<file path="src/rtl/tcb_lite_arb.sv">
// tcb_lite_arb: N-manager to 1-subordinate TCB-Lite arbiter and multiplexer.
//
// Managers are granted round-robin. A manager keeps the grant while the subordinate
// stalls it, and also while it holds an arbitration lock (req.lck). Request fields are
// muxed combinationally from the selected manager. Responses are routed back through
// a DLY-deep delay line of grant indices.
//
// Ports (man_* buses pack MPN fields, field i at [i*W +: W]):
//   clk, rst                     clock, synchronous active-high reset
//   man_vld / man_rdy            per-manager handshake
//   man_lck/ndn/wen/ctl/adr/siz/byt/wdt   per-manager request fields
//   man_rdt                      read data, broadcast to all managers
//   man_sts / man_err            response status / error, routed to one manager
//   sub_vld / sub_rdy            subordinate handshake
//   sub_lck/ndn/wen/ctl/adr/siz/byt/wdt   muxed request toward the subordinate
//   sub_rdt / sub_sts / sub_err  subordinate response
module tcb_lite_arb #(
    parameter int unsigned MPN = 2,
    parameter int unsigned DLY = 1,
    parameter int unsigned CTL = 1,
    parameter int unsigned ADR = 32,
    parameter int unsigned DAT = 32,
    parameter int unsigned STS = 1,
    localparam int unsigned BYT = DAT / 8,
    localparam int unsigned SIZ = $clog2($clog2(BYT) + 1)
) (
    input  logic               clk,
    input  logic               rst,
    // manager side
    input  logic [MPN-1:0]     man_vld,
    output logic [MPN-1:0]     man_rdy,
    input  logic [MPN-1:0]     man_lck,
    input  logic [MPN-1:0]     man_ndn,
    input  logic [MPN-1:0]     man_wen,
    input  logic [MPN*CTL-1:0] man_ctl,
    input  logic [MPN*ADR-1:0] man_adr,
    input  logic [MPN*SIZ-1:0] man_siz,
    input  logic [MPN*BYT-1:0] man_byt,
    input  logic [MPN*DAT-1:0] man_wdt,
    output logic [DAT-1:0]     man_rdt,
    output logic [MPN*STS-1:0] man_sts,
    output logic [MPN-1:0]     man_err,
    // subordinate side
    output logic               sub_vld,
    input  logic               sub_rdy,
    output logic               sub_lck,
    output logic               sub_ndn,
    output logic               sub_wen,
    output logic [CTL-1:0]     sub_ctl,
    output logic [ADR-1:0]     sub_adr,
    output logic [SIZ-1:0]     sub_siz,
    output logic [BYT-1:0]     sub_byt,
    output logic [DAT-1:0]     sub_wdt,
    input  logic [DAT-1:0]     sub_rdt,
    input  logic [STS-1:0]     sub_sts,
    input  logic               sub_err
);

    localparam int unsigned IW = $clog2(MPN);
    typedef logic [IW-1:0] idx_t;

    idx_t        ptr;   // round-robin start point
    idx_t        own;   // manager holding the grant (stall or lock)
    logic        lok;   // arbitration locked to own
    logic        hld;   // grant held across a subordinate stall
    idx_t        sel;
    int unsigned sel_i;
    logic        trn;
    logic        stall;

    // Grant selection: a held/locked owner wins outright, otherwise the first valid
    // manager at or after ptr. With nobody valid, sel parks on ptr.
    always_comb begin : p_sel
        logic        found;
        int unsigned pos;
        found = 1'b0;
        pos   = 0;
        sel   = ptr;
        if (lok || hld) begin
            sel = own;
        end else begin
            for (int unsigned k = 0; k < MPN; k++) begin
                pos = 32'(ptr) + k;
                if (pos >= MPN) begin
                    pos = pos - MPN;
                end
                if (!found && man_vld[idx_t'(pos)]) begin
                    sel   = idx_t'(pos);
                    found = 1'b1;
                end
            end
        end
    end

    assign sel_i = 32'(sel);

    assign sub_vld = ~rst & man_vld[sel];
    assign trn     = sub_vld & sub_rdy;
    assign stall   = sub_vld & ~sub_rdy;

    assign sub_lck = man_lck[sel];
    assign sub_ndn = man_ndn[sel];
    assign sub_wen = man_wen[sel];
    assign sub_ctl = man_ctl[sel_i*CTL +: CTL];
    assign sub_adr = man_adr[sel_i*ADR +: ADR];
    assign sub_siz = man_siz[sel_i*SIZ +: SIZ];
    assign sub_byt = man_byt[sel_i*BYT +: BYT];
    assign sub_wdt = man_wdt[sel_i*DAT +: DAT];

    always_comb begin
        man_rdy = '0;
        if (!rst && sub_rdy && man_vld[sel]) begin
            man_rdy[sel] = 1'b1;
        end
    end

    // Arbitration state. Any transfer advances ptr past the granted manager and
    // releases a stall hold; the lock follows the lck bit of each transfer.
    always_ff @(posedge clk) begin
        if (rst) begin
            ptr <= '0;
            own <= '0;
            lok <= 1'b0;
            hld <= 1'b0;
        end else begin
            if (trn) begin
                ptr <= (sel_i == MPN - 1) ? '0 : sel + 1'b1;
                hld <= 1'b0;
                if (sub_lck) begin
                    lok <= 1'b1;
                    own <= sel;
                end else begin
                    lok <= 1'b0;
                end
            end else if (stall && !lok) begin
                hld <= 1'b1;
                own <= sel;
            end
        end
    end

    // Response routing: which manager (if any) owns the response on this cycle.
    logic rsp_trn;
    idx_t rsp_idx;

    if (DLY == 0) begin : g_nodly
        assign rsp_trn = trn;
        assign rsp_idx = sel;
    end else begin : g_dly
        logic dly_trn [DLY];
        idx_t dly_idx [DLY];

        always_ff @(posedge clk) begin
            if (rst) begin
                for (int k = 0; k < DLY; k++) begin
                    dly_trn[k] <= 1'b0;
                    dly_idx[k] <= '0;
                end
            end else begin
                dly_trn[0] <= trn;
                dly_idx[0] <= sel;
                for (int k = 1; k < DLY; k++) begin
                    dly_trn[k] <= dly_trn[k-1];
                    dly_idx[k] <= dly_idx[k-1];
                end
            end
        end

        assign rsp_trn = dly_trn[DLY-1];
        assign rsp_idx = dly_idx[DLY-1];
    end

    assign man_rdt = sub_rdt;

    always_comb begin
        man_err = '0;
        man_sts = '0;
        if (!rst && rsp_trn) begin
            man_err[rsp_idx]                 = sub_err;
            man_sts[32'(rsp_idx)*STS +: STS] = sub_sts;
        end
    end

endmodule
</file>
<file path="config.mk">
export PLATFORM = sky130hd
export DESIGN_NAME = tcb_lite_arb
export DESIGN_NICKNAME = d
export VERILOG_FILES = /design/src/rtl/tcb_lite_arb.sv
export SDC_FILE = /design/constraint.sdc
export NUM_CORES = 1
export LEC_CHECK = 0
export ABC_AREA = 1
export CAP_MARGIN = 20
export CORE_AREA = 2 2 117 119
export CTS_CLUSTER_DIAMETER = 200
export CTS_CLUSTER_SIZE = 12
export DETAILED_ROUTE_END_ITERATION = 10
export DIE_AREA = 0 0 119 121
export PLACE_DENSITY = 0.57
export SYNTH_ARGS = -nofsm -noshare
export SYNTH_HDL_FRONTEND = slang
export SYNTH_SLANG_ARGS = --single-unit
</file>
<file path="constraint.sdc">
create_clock -name clk -period 2.62 [get_ports clk]
set_input_delay 0.786 -clock clk [delete_from_list [all_inputs] [get_ports clk]]
set_output_delay 0.786 -clock clk [all_outputs]
set_load 0.1 [all_outputs]
</file>
==> results.md, run 1 <==
* Outcome: finished with violations
* Failing checks: setup timing
* Via count at between 2,000 and 3,000
* GRT Total Usage at 13.5%
* Routing usage on met1 at 14.5%
* Synth-to-Final Area Change at 302%
* Clock sink count at 6
* # DRC at 0
* Global route overflow at 0
* CP cell instances: buf_8 > clkinv_4 > buf_4 > buf_4 > buf_4 > nand3_1 > nand2_4 > nor2_4 > inv_2 > nor2_4 > buf_12
* Routed Antenna Nets at 0
* Sw Ratio at between 50 and 60%
* Worst Hold Launch: hld$_SDFFE_PP0P_
* IO Count at 300
* Vias in the first global route at about 3,000
* Fin worst setup slack at -0.166 ns
* Critical Path End Type: primary output
* Worst-Margin Slew at 0.233 ns
* Asr flop ratio synth at 0%
* Crit path max-delay family: buffers and inverters
* Hold path endpoint: hld$_SDFFE_PP0P_
* #FFs+latches synth at 6
* Die height at roughly 120 µm
* Clock transition at the registers of the reported paths at 0.03 ns
* Slew HR at 84.4%
* GP Congestion at 0.754
* Starting density of the core at 11.5%
* Register area share after synthesis at ~8%
* Top post-synthesis cells by area: nand2_1 57%, buf_4 16%, dfxtp_1 8.0%, buf_2 4.0%, inv_1 3.7%
* Max Cap Viol at 0
* Largest net degree at the start of global routing at 22
* CTS tree: done
* Fin area at 6050 µm²
* Crit path top cell by count: buf_4
* Worst Path Max Fanout at 3
* Arr. time, crit path at 2.00 ns
* H-tree depth at 1
* Root Buffer: clkbuf_16
* Number of antenna violations at the first check in global routing at 0
* Final period utilization at 106%
* Met2 Use GR at 25.5%
* I/O Buffers at roughly 240
* Yosys cell types at 18
* Die ar. at ~14,000 µm²
* Setup slack at placement at -0.552 ns
* RR Startpoint: ptr$_SDFFE_PP0P_
* DRT Wirelength at 10,700 µm
* Fin. max-slew vios at 0
* Yosys warning count at 0
* Worst VDD drop at 281 µV
* Global-route wire length before repair at 15,400 µm
* Post-synth top cells: 230 x nand2_1, 33 x buf_4, 15 x inv_1, 12 x buf_2, 8 x nor2_1
* CP max stage cell: buf_12
* Placed wire-length estimate at just under 8000 µm
* Core area at 13,100 µm²
* Cell area after synthesis at approximately 1500 µm²
* Cts bufs inserted at 3
* Min-delay worst type: reg -> reg
* Net switching power at 1.80 mW
* # setup viols final at 77
* Crit path buf inv count at 7
* Drt via density at roughly 4
* Net count after synthesis at a little over 500
* Depth of the worst hold-timing path at 2
* DRT Pass-1 Iters at 4
* FMAX at 0.359 GHz
* P_leak at approximately 2.7 nW
* Max Clock Skew at 0.00163 ns
* DRT iter0 DRCs at 40
* Cells after Synth at between 300 and 400
* Post-synth top area cell: nand2_1
* Die X at 119 µm
* Layout Nets at about 740
* CP required at approximately 1.8 ns
* Flop pwr share at 3.2%
* Max incr delay on CP at 0.18 ns
* R2R cell count at 12
* CP Launch Type: primary input
* Min cycle time layout at 2.79 ns
* Row cnt at 42
* CTS max path bufs at 2
* FF-to-FF End: own$_SDFFE_PP0P_
* Top-area cell type share of the netlist area at 57.4%
* EDFF count, synth at 0
* Count leader, synth: nand2_1
* Diode count at 0
* Met3 Track Usage GR at 4.28%
* Share of cells above drive strength 1 at 53.2%
* Internal power at 1.40 mW
* Setup CP Type: in -> out
* R2r setup slk at about 0.77 ns
* Routed WL per cell at around 15 µm
* Clock Latency Late Sink at 0.23 ns
* RSZ-0062 raised after global routing: true
* Area post-placement at about 5300 µm²
* Top FF cell, synth: dfxtp_1
* Comb pwr share at 89.1%
* Busiest layer in global routing: met2
* Clock power frac at 7.7%
* Syn_area_per_cell at 4.62 µm²
* Hold Vio Cnt, Final at 0
* Pwr/cell area at 530 nW/µm²
==> repair_timing <==
item                                    4_1_cts  5_1_grt
buffers inserted                              9        2
gates resized for setup                      88       44
hold buffers                                  0        0
pin swaps                                     9        8
gates cloned                                  6        2
endpoints found under the setup margin       81       77
==> power by group through the flow <==
stage / combinational (mW) / sequential (mW) / clock [mW]
after floorplan: 1.79 / 0.103 / 0
after global placement: 2.60 / 0.104 / 0
after detailed placement: 2.62 / 0.104 / 0
after CTS: 2.83 / 0.103 / 0.249
after global routing: 2.95 / 0.104 / 0.253
final: 2.86 / 0.104 / 0.246
==> metrics by stage <==
step	hold WS (ns)	cells	utilization, %	power (mW)	TNS (ns)
finish	0.452	725	46.3	3.21	-8.43
global placement	0.446	703	40.4	2.71	-37.79
global route	0.482	725	46.3	3.31	-13.46
CTS	0.454	721	44.8	3.18	-14.02
floorplan	0.431	326	-	1.90	-1.65
detailed placement	0.449	703	40.4	2.73	-39.32
==> cell families (layout without fill, tap and decap cells) <==
| logic type | Yosys count | after routing | synth area share [%] |
|---|---|---|---|
| AO/OA/AOI/OAI | 5 | 5 | 1.66 |
| buffers and inverters | 64 | 287 | 25.2 |
| flip-flops | 6 | 6 | 7.98 |
| AND/OR/NAND/NOR | 251 | 251 | 65.2 |
==> cell type report <==
| cell class | instances | area [µm²] |
|---|---|---|
| multi-input combinational | 256 | 1890 |
| fill | 1205 | 7030 |
| timing repair buffer | 268 | 3670 |
| sequential | 6 | 120 |
| inverter | 16 | 80.1 |
| clock buffer | 3 | 75.1 |
| tap | 176 | 220 |
==> per-layer routing <==
layer  part of all wire [%]  up-vias
li1                       -     1382
met1                     36     1257
met2                     52      186
met3                     10       22
met4                    1.7        0
met5                      0        -
==> how the worst max path moves through the flow <==
stage / endpoint / from / cells after the start
after floorplan: man_err[0] / rst / 3
after global placement: sub_adr[17] / man_vld[0] / 11
after detailed placement: sub_adr[31] / man_vld[0] / 11
after CTS: sub_wdt[20] / man_vld[0] / 13
after global routing: man_rdy[1] / man_vld[0] / 9
final: man_rdy[0] / man_vld[0] / 11
==> registers in the layout, indices dropped and copies added, names as in the netlist <==
| name | count |
|---|---|
| g_dly.dly_idx | 1 |
| g_dly.dly_trn | 1 |
| hld | 1 |
| lok | 1 |
| own | 1 |
| ptr | 1 |
==> cell usage in the layout (no fill, tap or decap), drive strengths merged <==
cell           Yosys  layout
nand2            234     234
clkdlybuf4s50      0     150
buf               45     114
inv               16      13
nor2               9       9
dfxtp              6       6
clkbuf             3       5
nor3               4       4
a21oi              3       3
nand3              3       3
clkinvlp           0       2
o21ai              2       2
clkinv             0       1
nand4              1       1
dlygate4sd2        0       1
dlymetal6s2s       0       1
==> worst register-to-register path, stage by stage (launching register included) <==
cell and delay, ns:
dfxtp_1 0.39, inv_1 0.07, o21ai_2 0.14, nand2_2 0.10, nand2_4 0.11, buf_12 0.18, buf_16 0.19, nand2_1 0.08
nand2_2 0.10, buf_4 0.11, nand2_2 0.06, a21oi_1 0.14, nor2_1 0.06
Note: power is estimated with default switching activity, not from simulation.
==> run 2, diff against run 1 <==
--- a/config.mk
+++ b/config.mk
@@ -13,6 +13,7 @@
 export DETAILED_ROUTE_END_ITERATION = 10
 export DIE_AREA = 0 0 119 121
 export PLACE_DENSITY = 0.57
+export SKIP_LAST_GASP = 1
 export SYNTH_ARGS = -nofsm -noshare
 export SYNTH_HDL_FRONTEND = slang
 export SYNTH_SLANG_ARGS = --single-unit
==> run 2 against run 1 <==
Effect of this change: the run still ends with setup timing left; register-to-register slack gained 0.03 ns; non-clock buffer count unchanged; cell count unchanged; sequential power is essentially flat; global-route usage is essentially flat; final area is 1.9% lower; highest routed layer unchanged.
==> results.md, run 2 (synthesized netlist as in run 1, its figures left out) <==
* Starting density of the core at a little under an eighth
* Row cnt at 42
* DRT Wirelength at 10,600 µm
* FMAX at 0.359 GHz
* CP Launch Type: primary input
* Crit path buf inv count at 7
* Fillers at 1,229
* CP max stage cell: buf_12
* Max Cap Viol at 0
* Die ar. at between 10,000 and 15,000 µm²
* DRT Pass-1 Iters at 4
* Crit path max-delay family: buffers and inverters
* Util after Layout at 45.4%
* R2R cell count at 12
* Crit path top cell by count: buf_4
* Arr. time, crit path at around 2.0 ns
* Core area at 13,100 µm²
* H-tree depth at 1
* RR Startpoint: ptr$_SDFFE_PP0P_
* Fin. max-slew vios at 0
* Number of antenna violations at the first check in global routing at 0
* Hold path endpoint: hld$_SDFFE_PP0P_
* Pwr/cell area at 535 nW/µm²
* Final non-filler cell total at 725
* Cts hold-fix bufs at 0
* Min-delay worst type: reg -> reg
* IO Count at 300
* Min cycle time layout at 2.78 ns
* Cts bufs inserted at 3
* Depth of the worst hold-timing path at 2
* Placed insts at 703
* P_leak at approximately 2.7 nW
* CTS max path bufs at 2
* CP startpoint: man_vld[0]
* Outcome: finished with violations
* Layout Nets at between 700 and 800
* RSZ-0062 raised after global routing: true
* # DRC at 0
* Largest net degree at the start of global routing at 22
* Failing checks: setup timing
* Routed Antenna Nets at 0
* Clock Latency Late Sink at 0.23 ns
* Critical Path End Type: primary output
* Synth-to-Final Area Change at 295%
* Worst Path Max Fanout at 3
* Worst-Margin Slew at roughly 0.23 ns
* Diode count at 0
* Area post-placement at 5290 µm²
* # setup viols final at between 70 and 80
* Clock sink count at 6
* Worst VDD drop at 280 µV
* Clock transition at the registers of the reported paths at 0.03 ns
* I/O Buffers at 235
* GRT Total Usage at 13.5%
* DRT iter0 DRCs at 42
* Drt via density at roughly 3.9
* Max incr delay on CP at 0.18 ns
* Placed wire-length estimate at 7760 µm
* Hold Vio Cnt, Final at 0
* Storage element area at 120 µm²
* Die height at between 100 and 150 µm
* Worst Hold Launch: hld$_SDFFE_PP0P_
* R2r setup slk at 0.80 ns
* Most frequent cells in the layout: 150 x clkdlybuf4s50_1, 126 x nand2_1, 89 x buf_12
* Most common cell after layout, fill and taps aside: clkdlybuf4s50_1
* Fin area at 5940 µm²
* Via count at 2,855
* CTS tree: done
* Routed WL per cell at 14.6 µm
* Final period utilization at 106%
* Max Clock Skew at between 0.0015 and 0.002 ns
* Slew HR at 84.4%
* Root Buffer: clkbuf_16
* Global-route wire length before repair at 15,400 µm
* Fin worst setup slack at -0.164 ns
* Die X at 119 µm
* Global route overflow at 0
* CP cell instances: buf_8 > clkinv_4 > buf_4 > buf_4 > buf_4 > nand3_1 > nand2_4 > nor2_4 > inv_2 > nor2_4 > buf_12
* Hold WS at 0.452 ns
* GP Congestion at 0.754
* CP required at 1.83 ns
* FF-to-FF End: own$_SDFFE_PP0P_
* Setup CP Type: in -> out
* Share of cells above drive strength 1 at 44.8%
* Area of the multi-input gates at 1770 µm²
* Vias in the first global route at 3,029
[run 2: metal layers]
layer | vias up | track usage (%) | wire length [µm]
met5 | - | 0 | 0
met4 | 0 | 3.50 | 182
met3 | 22 | 4.28 | 1140
met2 | 186 | 25.4 | 5470
met1 | 1266 | 14.6 | 3780
li1 | 1381 | - | -
[run 2: what timing repair did]
| action | in CTS | in global routing |
|---|---|---|
| cloned | 6 | 2 |
| buffers inserted | 9 | 2 |
| endpoints found under the setup margin | 81 | 77 |
| resized for setup | 73 | 13 |
| pin swaps | 9 | 8 |
[run 2: worst max path at each step]
stage                        endpoint  slack (ns)  depth (start not counted)
final                      man_rdy[0]       -0.16                         11
after CTS                 sub_wdt[20]       -0.21                         13
after global routing       man_rdy[1]       -0.23                         11
after detailed placement  sub_adr[31]       -0.55                         11
after floorplan            man_err[0]       -0.39                          3
after global placement    sub_adr[17]       -0.53                         11
[run 2: final cells by class]
class	count	area share, %
Inverter	16	1.35
Timing Repair Buffer	268	61.8
Multi-Input combinational cell	256	29.9
Tap cell	176	3.71
Clock buffer	3	1.26
Sequential cell	6	2.02
[run 2: through the flow]
stage | total power, mW | setup WS [ns] | TNS [ns]
after floorplan | 1.90 | -0.386 | -1.65
after detailed placement | 2.73 | -0.552 | -39.32
final | 3.18 | -0.164 | -9.00
after global placement | 2.71 | -0.527 | -37.79
after CTS | 3.17 | -0.214 | -14.16
after global routing | 3.28 | -0.227 | -14.05
[run 2: report_power, final]
part | total (mW) | switching (mW) | internal (mW)
Sequential | 0.104 | 0.00494 | 0.0987
Clock | 0.246 | 0.0503 | 0.196
Combinational | 2.83 | 1.73 | 1.10
Total | 3.18 | 1.78 | 1.39
[run 2: worst register-to-register path, stage by stage (launching register included)]
cell and delay (ns):
dfxtp_1 0.39, inv_1 0.07, o21ai_2 0.14, nand2_2 0.10
nand2_4 0.11, buf_12 0.18, buf_16 0.17, nand2_1 0.07
nand2_2 0.10, buf_4 0.11, nand2_2 0.06, a21oi_1 0.14
nor2_1 0.06
==> run 3, diff against run 2 <==
--- a/config.mk
+++ b/config.mk
@@ -13,6 +13,7 @@
 export DETAILED_ROUTE_END_ITERATION = 10
 export DIE_AREA = 0 0 119 121
 export PLACE_DENSITY = 0.57
+export REMOVE_ABC_BUFFERS = 1
 export SKIP_LAST_GASP = 1
 export SYNTH_ARGS = -nofsm -noshare
 export SYNTH_HDL_FRONTEND = slang
==> run 3 against run 2 <==
Effect of this change: the flow still finishes with violations (setup timing); worst hold slack worse by 0.00078 ns; non-clock buffer count grew 19; sequential share of layout area hardly changed; core utilization is essentially flat; sequential cell count unchanged; power increased by 1.5%; critical endpoint is now sub_adr[13]; largest power group unchanged; highest routed layer is now met5.
==> results.md, run 3 (synthesized netlist as in run 1, its figures left out) <==
* Worst Path Max Fanout at 5
* RSZ-0062 raised after global routing: true
* Clock sink count at 6
* CP cell instances: buf_8 > inv_6 > nor2_4 > nor2_2 > nand2_2 > nand2_4 > buf_8 > buf_12 > clkbuf_16 > nand2_2 > nand2_2 > buf_12
* Number of antenna violations at the first check in global routing at 0
* Diode count at 0
* Crit path max-delay family: buffers and inverters
* Hold WS at between 0.4 and 0.5 ns
* Final non-filler cell total at around 740
* Global route overflow at 0
* DRT Pass-1 Iters at 4
* Die X at 119 µm
* Clock transition at the registers of the reported paths at approximately 0.030 ns
* Synth-to-Final Area Change at 294%
* Max Cap Viol at 0
* Cts bufs inserted at 3
* Row cnt at 42
* GP Congestion at 0.803
* Vias in the first global route at 3,163
* Most frequent cells in the layout: 151 x clkdlybuf4s50_1, 132 x nand2_1, 90 x buf_12
* Crit path buf inv count at 6
* Crit path top cell by count: nand2_2
* Min cycle time layout at approximately 2.8 ns
* Setup TNS at -11.36 ns
* Most common cell after layout, fill and taps aside: clkdlybuf4s50_1
* Largest net degree at the start of global routing at 21
* Met3 Track Usage GR at 9.35%
* Root Buffer: clkbuf_16
* CTS tree: done
* Busiest layer in global routing: met2
* Setup slack at placement at -0.541 ns
* CTS max path bufs at 2
* Total power at 3.22 mW
* FMAX at 0.355 GHz
* Max Clock Skew at 0.00257 ns
* Core area at 13,100 µm²
* Hold Vio Cnt, Final at 0
* Final period utilization at 108%
* Slew HR at 85.1%
* Min-delay worst type: reg -> reg
* Setup CP Type: in -> out
* Drt via density at 4.05
* # DRC at 0
* Global-route wire length before repair at around 17,000 µm
* CP Launch Type: primary input
* I/O Buffers at 235
* IO Count at 300
* Worst VDD drop at 262 µV
* Worst-Margin Slew at around 0.22 ns
* Placed wire-length estimate at 9030 µm
* Max incr delay on CP at approximately 0.17 ns
* Routed WL per cell at 18.2 µm
* Routed Antenna Nets at 0
* Fillers at between 1,000 and 1,500
* DRT iter0 DRCs at 60
* Fin worst setup slack at -0.197 ns
* Starting density of the core at 11.5%
* DRT Wirelength at roughly 14,000 µm
* Fin area at just under 6000 µm²
* CP required at between 1.5 and 2 ns
* Pwr/cell area at 544 nW/µm²
* Layout Nets at 757
* Die height at 121 µm
* Outcome: finished with violations
* Critical Path End Type: primary output
* Met2 Use GR at a little over a quarter
* Util after Layout at 45.3%
* Cts hold-fix bufs at 0
* P_leak at roughly 2.8 nW
* # setup viols final at 77
* Die ar. at 14,400 µm²
* Arr. time, crit path at around 2 ns
* Clock Latency Late Sink at 0.23 ns
* Via count at ~3,000
* H-tree depth at 1
* Share of cells above drive strength 1 at roughly 45%
* Placed insts at 704
* Routing usage on met1 at 18.1%
* Fin. max-slew vios at 0
* GRT Total Usage at 16.1%
* Failing checks: setup timing
* CP max stage cell: buf_12
* Area post-placement at 4730 µm²
-- run 3: area by class of cell --
class                           count  area, µm²  area share [%]
Sequential cell                     6        120            2.02
Inverter                           16       72.6            1.22
Tap cell                          176        220            3.71
Multi-Input combinational cell    256       1470            24.8
Clock buffer                        3       75.1            1.27
Timing Repair Buffer              287       3980            67.0
-- run 3: worst paths after layout --
| check | startpoint | endpoint | slack, ns | cells after the start |
|---|---|---|---|---|
| worst max-delay path | man_vld[0] | sub_adr[13] | -0.20 | 12 |
| worst min-delay path | hld$_SDFFE_PP0P_ | hld$_SDFFE_PP0P_ | 0.45 | 2 |
| worst max register to register | lok$_SDFFE_PP0P_ | own$_SDFFE_PP0P_ | 0.69 | 15 |
| worst min register to register | hld$_SDFFE_PP0P_ | hld$_SDFFE_PP0P_ | 0.45 | 2 |
-- run 3: what timing repair did --
item | CTS | global route
pin swaps | 7 | 44
gates cloned | 7 | 12
resized for setup | 90 | 95
setup endpoints to repair | 81 | 78
setup buffers | 17 | 4
-- run 3: worst register-to-register path, cell delays in order, from the launching register on --
cell       delay (ns)
dfxtp_1          0.34
inv_1            0.05
nand2_1          0.12
nand2_1          0.18
nand2_4          0.17
inv_8            0.05
buf_12           0.14
clkbuf_16        0.16
nand2_2          0.06
nand2_2          0.07
buf_4            0.13
buf_4            0.12
nand2_2          0.08
nand3_2          0.06
nand2_1          0.06
nor2_1           0.04
-- run 3: where the power goes --
part / internal, mW / switching (mW)
registers: 0.0987 / 0.00408
logic: 1.15 / 1.72
clock network: 0.196 / 0.0508
-- run 3: metal layers --
layer	up-vias	wire [µm]
li1	1423	-
met5	-	90
met4	2	213
met3	19	1730
met2	201	6140
met1	1367	5330
